<file path="config.mk">
export PLATFORM = sky130hd
export DESIGN_NAME = eth_10gbaser_phy_reset_ctrl
export DESIGN_NICKNAME = d
export VERILOG_FILES = /design/src/rtl/eth_10gbaser_phy_reset_ctrl.sv
export SDC_FILE = /design/constraint.sdc
export NUM_CORES = 1
export LEC_CHECK = 0
export ABC_CLOCK_PERIOD_IN_PS = 2300
export CAP_MARGIN = 40
export CORE_MARGIN = 8
export CORE_UTILIZATION = 50
export CTS_BUF_LIST = sky130_fd_sc_hd__clkbuf_2 sky130_fd_sc_hd__clkbuf_4 sky130_fd_sc_hd__clkbuf_8
export DETAILED_ROUTE_END_ITERATION = 10
export GPL_TIMING_DRIVEN = 0
export MAX_ROUTING_LAYER = met4
export PLACE_DENSITY_LB_ADDON = 0.05
export SYNTH_ARGS = -nofsm -noshare
export SYNTH_HDL_FRONTEND = slang
export SYNTH_SLANG_ARGS = --single-unit
</file>
<file path="constraint.sdc">
create_clock -name i_clk -period 2.3 [get_ports i_clk]
set_input_delay 0.345 -clock i_clk [delete_from_list [all_inputs] [get_ports i_clk]]
set_output_delay 0.345 -clock i_clk [all_outputs]
set_load 0.03 [all_outputs]
</file>
<file path="src/rtl/eth_10gbaser_phy_reset_ctrl.sv">
// Reset sequencer for one 10GBASE-R PHY channel: orders PLL powerdown, TX and RX
// analog/digital resets from PLL lock, calibration, CDR lock-to-data and block lock.
module eth_10gbaser_phy_reset_ctrl #(
  parameter int unsigned PLL_PD_CYCLES = 1000,
  parameter int unsigned TX_DIG_DELAY  = 20,
  parameter int unsigned LTD_CYCLES    = 2000,
  parameter int unsigned BLK_TIMEOUT   = 65535
) (
  input  logic       i_clk,
  input  logic       i_reset,
  input  logic       i_tx_soft_reset,
  input  logic       i_rx_soft_reset,
  input  logic       i_pll_locked,
  input  logic       i_tx_cal_busy,
  input  logic       i_rx_cal_busy,
  input  logic       i_rx_is_lockedtodata,
  input  logic       i_rx_enh_blk_lock,
  output logic       o_pll_powerdown,
  output logic       o_tx_analogreset,
  output logic       o_tx_digitalreset,
  output logic       o_rx_analogreset,
  output logic       o_rx_digitalreset,
  output logic       o_tx_ready,
  output logic       o_rx_ready,
  output logic [7:0] o_rx_retry_count
);

  localparam int unsigned MaxA   = (PLL_PD_CYCLES > TX_DIG_DELAY) ? PLL_PD_CYCLES : TX_DIG_DELAY;
  localparam int unsigned MaxB   = (LTD_CYCLES > BLK_TIMEOUT) ? LTD_CYCLES : BLK_TIMEOUT;
  localparam int unsigned CntMax = (MaxA > MaxB) ? MaxA : MaxB;
  localparam int unsigned CW     = $clog2(CntMax + 1);

  localparam logic [CW-1:0] PdLast  = CW'(PLL_PD_CYCLES - 1);
  localparam logic [CW-1:0] DigLast = CW'(TX_DIG_DELAY - 1);
  localparam logic [CW-1:0] LtdLast = CW'(LTD_CYCLES - 1);
  localparam logic [CW-1:0] BlkLast = CW'((BLK_TIMEOUT == 0) ? 0 : BLK_TIMEOUT - 1);

  typedef enum logic [1:0] {TxPd, TxWait, TxAna, TxReady} tx_state_e;
  typedef enum logic [2:0] {RxReset, RxWaitCal, RxWaitLtd, RxWaitBlk, RxReady} rx_state_e;

  logic [4:0]    r_sync1, r_sync2;
  logic          w_pll_locked, w_tx_cal_busy, w_rx_cal_busy, w_ltd, w_blk;
  tx_state_e     r_tx_state, w_tx_state_d;
  rx_state_e     r_rx_state, w_rx_state_d;
  logic [CW-1:0] r_tx_cnt, w_tx_cnt_d, r_rx_cnt, w_rx_cnt_d;
  logic          w_retry_inc;
  logic          r_pll_powerdown, r_tx_analogreset, r_tx_digitalreset, r_tx_ready;
  logic          r_rx_analogreset, r_rx_digitalreset, r_rx_ready;
  logic [7:0]    r_rx_retry_count;

  // Two-flop synchronizer for the asynchronous PHY status inputs.
  always_ff @(posedge i_clk or posedge i_reset) begin
    if (i_reset) begin
      r_sync1 <= '0;
      r_sync2 <= '0;
    end else begin
      r_sync1 <= {i_pll_locked, i_tx_cal_busy, i_rx_cal_busy, i_rx_is_lockedtodata,
                  i_rx_enh_blk_lock};
      r_sync2 <= r_sync1;
    end
  end

  assign w_pll_locked  = r_sync2[4];
  assign w_tx_cal_busy = r_sync2[3];
  assign w_rx_cal_busy = r_sync2[2];
  assign w_ltd         = r_sync2[1];
  assign w_blk         = r_sync2[0];

  // TX next state; the counter only runs in the timed states and is zero on every entry.
  always_comb begin
    w_tx_state_d = r_tx_state;
    w_tx_cnt_d   = '0;
    if (i_tx_soft_reset) begin
      w_tx_state_d = TxPd;
    end else begin
      unique case (r_tx_state)
        TxPd: begin
          if (r_tx_cnt == PdLast) w_tx_state_d = TxWait;
          else                    w_tx_cnt_d   = r_tx_cnt + CW'(1);
        end
        TxWait: if (w_pll_locked && !w_tx_cal_busy) w_tx_state_d = TxAna;
        TxAna: begin
          if (!w_pll_locked)          w_tx_state_d = TxWait;
          else if (r_tx_cnt == DigLast) w_tx_state_d = TxReady;
          else                        w_tx_cnt_d   = r_tx_cnt + CW'(1);
        end
        TxReady: if (!w_pll_locked) w_tx_state_d = TxWait;
        default: w_tx_state_d = TxPd;
      endcase
    end
  end

  // RX next state; RX may not leave reset while TX still holds the PLL powered down.
  always_comb begin
    w_rx_state_d = r_rx_state;
    w_rx_cnt_d   = '0;
    w_retry_inc  = 1'b0;
    if (i_tx_soft_reset || i_rx_soft_reset) begin
      w_rx_state_d = RxReset;
    end else begin
      unique case (r_rx_state)
        RxReset:   if (r_tx_state != TxPd) w_rx_state_d = RxWaitCal;
        RxWaitCal: if (!w_rx_cal_busy) w_rx_state_d = RxWaitLtd;
        RxWaitLtd: begin
          // A drop of lock-to-data leaves the run count at zero.
          if (w_ltd) begin
            if (r_rx_cnt == LtdLast) w_rx_state_d = RxWaitBlk;
            else                     w_rx_cnt_d   = r_rx_cnt + CW'(1);
          end
        end
        RxWaitBlk: begin
          if (!w_ltd) begin
            w_rx_state_d = RxWaitLtd;
          end else if ((BLK_TIMEOUT != 0) && (r_rx_cnt == BlkLast)) begin
            w_rx_state_d = RxReset;
            w_retry_inc  = 1'b1;
          end else if (w_blk) begin
            w_rx_state_d = RxReady;
          end else begin
            w_rx_cnt_d = r_rx_cnt + CW'(1);
          end
        end
        RxReady: begin
          if (!w_ltd)      w_rx_state_d = RxWaitLtd;
          else if (!w_blk) w_rx_state_d = RxWaitBlk;
        end
        default: w_rx_state_d = RxReset;
      endcase
    end
  end

  // State, counters and outputs; outputs decode the next state so they move with it.
  always_ff @(posedge i_clk or posedge i_reset) begin
    if (i_reset) begin
      r_tx_state        <= TxPd;
      r_rx_state        <= RxReset;
      r_tx_cnt          <= '0;
      r_rx_cnt          <= '0;
      r_pll_powerdown   <= 1'b1;
      r_tx_analogreset  <= 1'b1;
      r_tx_digitalreset <= 1'b1;
      r_tx_ready        <= 1'b0;
      r_rx_analogreset  <= 1'b1;
      r_rx_digitalreset <= 1'b1;
      r_rx_ready        <= 1'b0;
      r_rx_retry_count  <= '0;
    end else begin
      r_tx_state        <= w_tx_state_d;
      r_rx_state        <= w_rx_state_d;
      r_tx_cnt          <= w_tx_cnt_d;
      r_rx_cnt          <= w_rx_cnt_d;
      r_pll_powerdown   <= (w_tx_state_d == TxPd);
      r_tx_analogreset  <= (w_tx_state_d inside {TxPd, TxWait});
      r_tx_digitalreset <= (w_tx_state_d != TxReady);
      r_tx_ready        <= (w_tx_state_d == TxReady);
      r_rx_analogreset  <= (w_rx_state_d inside {RxReset, RxWaitCal});
      r_rx_digitalreset <= (w_rx_state_d inside {RxReset, RxWaitCal, RxWaitLtd});
      r_rx_ready        <= (w_rx_state_d == RxReady);
      if (w_retry_inc && (r_rx_retry_count != 8'hFF)) begin
        r_rx_retry_count <= r_rx_retry_count + 8'd1;
      end
    end
  end

  assign o_pll_powerdown   = r_pll_powerdown;
  assign o_tx_analogreset  = r_tx_analogreset;
  assign o_tx_digitalreset = r_tx_digitalreset;
  assign o_tx_ready        = r_tx_ready;
  assign o_rx_analogreset  = r_rx_analogreset;
  assign o_rx_digitalreset = r_rx_digitalreset;
  assign o_rx_ready        = r_rx_ready;
  assign o_rx_retry_count  = r_rx_retry_count;

endmodule
</file>
==> results of run 1 <==
-- synth_stat cells (all sizes together) --
library cell,n,area [µm²]
dfrtp,57,1430
nor2,48,180
xor2,22,193
nand2,18,67.6
nand3,15,75.1
xnor2,13,114
inv,10,37.5
nand4,7,58.8
and3,6,40.0
and4,5,45.0
dfstp,5,131
nor3,5,35.0
o21ai,5,25.0
ha,4,50.1
nand2b,4,25.0
a211oi,3,22.5
a21oi,3,15.0
and2,3,21.3
nor4,3,40.0
a311oi,2,23.8
a41o,2,20.0
buf,2,12.5
nand3b,2,15.0
nor2b,2,12.5
or2,2,12.5
or3b,2,17.5
or4,2,15.0
a211o,1,10.0
a221o,1,11.3
a31oi,1,6.26
and3b,1,8.76
clkbuf,1,3.75
mux2,1,11.3
nor3b,1,7.51
o21bai,1,18.8
o22a,1,8.76
o311a,1,10.0
o31ai,1,7.51
or3,1,6.26
or4b,1,10.0
-- logic make-up (layout without fill, tap and decap cells) --
| kind of cell | Yosys count | in the layout | synth area share, % |
|---|---|---|---|
| simple gates | 128 | 128 | 24.3 |
| flops | 62 | 62 | 54.6 |
| xor+xnor | 35 | 35 | 10.8 |
| compound gates | 22 | 22 | 6.27 |
| buf+inv | 13 | 53 | 1.89 |
| fa+ha+maj | 4 | 4 | 1.76 |
| mux | 1 | 1 | 0.395 |
-- registers in the layout, indices dropped and copies added (netlist names), 2 cells and up --
name and cells:
r_tx_cnt 16, r_rx_cnt 16, o_rx_retry_count 8, r_sync2 5, r_rx_state 3, r_tx_state 2
r_sync1 5
-- power groups by stage --
stage / sequential (mW) / clock (mW) / combinational (mW)
after global placement: 1.14 / 0 / 0.0591
final: 1.12 / 0.939 / 0.0614
after floorplan: 1.13 / 0 / 0.0332
after detailed placement: 1.14 / 0 / 0.0637
after CTS: 1.12 / 0.968 / 0.0640
after global routing: 1.12 / 1.01 / 0.0709
-- critical path: cells and delay by family --
family	cells	cell delay [ns]
buffers and inverters	1	0.55
AOI/OAI and AO/OA	1	0.33
and+or+nand+nor	3	0.89
xor gates and xnor gates	1	0.19
-- per-layer routing --
layer,up-vias,share of wire (%)
met5,-,0
met4,0,2.6
met3,11,4.5
met2,42,41
met1,934,52
li1,981,-
-- layout by cell type (no fill, tap or decap), types with 6 or more instances in the layout --
cell type,count
nand2_1,18
clkdlybuf4s50_1,23
dfrtp_1,57
inv_1,9
nand3_1,15
xor2_1,22
clkbuf_8,9
nor2_1,48
nand4_1,6
xnor2_1,13
-- final timing paths --
path,from,to,slack [ns],depth (start not counted)
worst max-delay path,i_tx_soft_reset,o_rx_retry_count[7],0.25,6
worst min-delay path,r_sync1[3],r_sync2[3],0.35,0
worst max register to register,r_tx_cnt[12],r_tx_cnt[8],0.27,6
worst min register to register,r_sync1[3],r_sync2[3],0.35,0
max in group asynchronous,i_reset,o_rx_analogreset,1.19,3
min in group asynchronous,i_reset,r_tx_cnt[6],0.44,2
-- layout make-up --
| cell class | instances | share of cell area (%) |
|---|---|---|
| Timing Repair Buffer | 24 | 7.38 |
| Inverter | 10 | 1.11 |
| Sequential cell | 62 | 46.0 |
| Clock buffer | 9 | 3.65 |
| Clock inverter | 7 | 2.18 |
| Buffer | 3 | 0.480 |
| Multi-Input combinational cell | 190 | 36.6 |
| Tap cell | 72 | 2.66 |
==> metrics, run 1 <==
mapped cell area=2850 µm²; CP Launch Type=input pin; Setup Fix Bufs, Post-CTS=0; post-CTS sizing=0; RSZ-0062 raised after global routing=no; ANT cells=0; Final Skew=0.00553 ns; CTS tree=yes; Syn. warnings=0; total nets after synthesis=278; fmax=487 MHz; post-DP HPWL=3690 µm; DRT iter0 DRCs=64; Placed Cells=361; Sequential Power Share=52.7%; vias in the first global route=1882; peak supply drop=0.372 mV; first-pass GRT wire length=8670 µm; synthesis-to-layout area growth=18.9%; 1st-pass router iterations=4; Critical Path Slowest Stage Cell=clkdlybuf4s50_1; worst hold-check path type=reg2reg; met2 usage=18.3%; TritonCTS buffer count=9; P_int=1.63 mW; Die X=91.5 µm; Pins Over Slew Limit=0; Final Core Density=61.6%; Comb pwr share=2.9%; total power=2.12 mW; drt wl/cell=13.9 µm; kind of critical path=in2reg; pre-CTS setup slack=-0.0977 ns; worst slew pin tran=0.724 ns; CTS Hold Bufs=0; Slew Limit Headroom=51.6%; layout cells sized above 1=14.1%; post-synthesis register bit count=62; pwr dens=624 nW/µm²; Finish-stage setup viols=0; Site Rows=27; GRT overflow=0; IO Port Bufs=23; CP endpoint kind=flip-flop; CTS H-tree lvls=3; clock slew at reported path FFs=0.07 ns; initial antenna violation count=0; GPL Wtd Cong=0.836; Max Cap Violations=0; Seq. cell area=1560 µm²; Fin. Hold Viols=0; die area=8380 µm²; Pleak=1.44 nW; largest net degree at the start of global routing=35; die height=91.5 µm; grt met1 use=17.7%; DR vias=1968; hold slack=0.354 ns; Core Area=5510 µm²; CTS Root Cell=clkbuf_8; Post-DRT Antenna Nets=0; status=complete, no violations; Distinct cells, synth=50; Switch Pwr=486 µW; DR DRC count=0; Critical Path AT=2.31 ns; Most Crowded Layer GR=met2; largest stage delay on the critical path=0.55 ns; Fill cells=445; instance area at placement=3190 µm²; io pins=24; sequential share of the synthesized area=54.6%; syn avg cell area=10.8 µm²; total wire length=5240 µm; DR vias/cell=5.22; setup_tns=0 ns; Layout Cells excl Fill=377; Clock power frac=44.4%; Tot GR Track Use=13.5%; Post-Syn Instances=265; switching share of power=23.0%; CTS sink cnt=62; CP required=2.56 ns; met3 usage=3.29%; Critical Path, Cell by Cell=clkdlybuf4s50_1, or3b_1, a311oi_2, nand4_4, nor4_4, xor2_1; Initial Util=51.8%; Clock Latency Late Sink=0.34 ns; Multi-input gate area=1240 µm²; final instance area=3390 µm²; min Tclk post-route=2.05 ns; fin crit share=89.3%; NumNets Final=313; crit-path max FO=8; Max Buffers Root-to-Sink=2; min setup slack post-route=0.246 ns
No activity file was read; power rests on OpenSTA's default activity.
==> run 2: changes to the inputs <==
- ABC_CLOCK_PERIOD_IN_PS: 2300 -> 2500
- SKIP_CTS_REPAIR_TIMING: default -> 1
- clock period: 2.3 -> 2.5 ns (I/O delays scaled with it)
==> results of run 2 <==
The final DEF is identical to that of run 1. Status: complete, no violations.
Main changes from that run: setup slack after placement -0.0977 ns -> 0.0723 ns; setup slack after layout 0.246 ns -> 0.416 ns; register-to-register setup slack 0.27 ns -> 0.47 ns; total power 2.12 mW -> 1.95 mW; worst IR drop on VDD 0.372 mV -> 0.342 mV
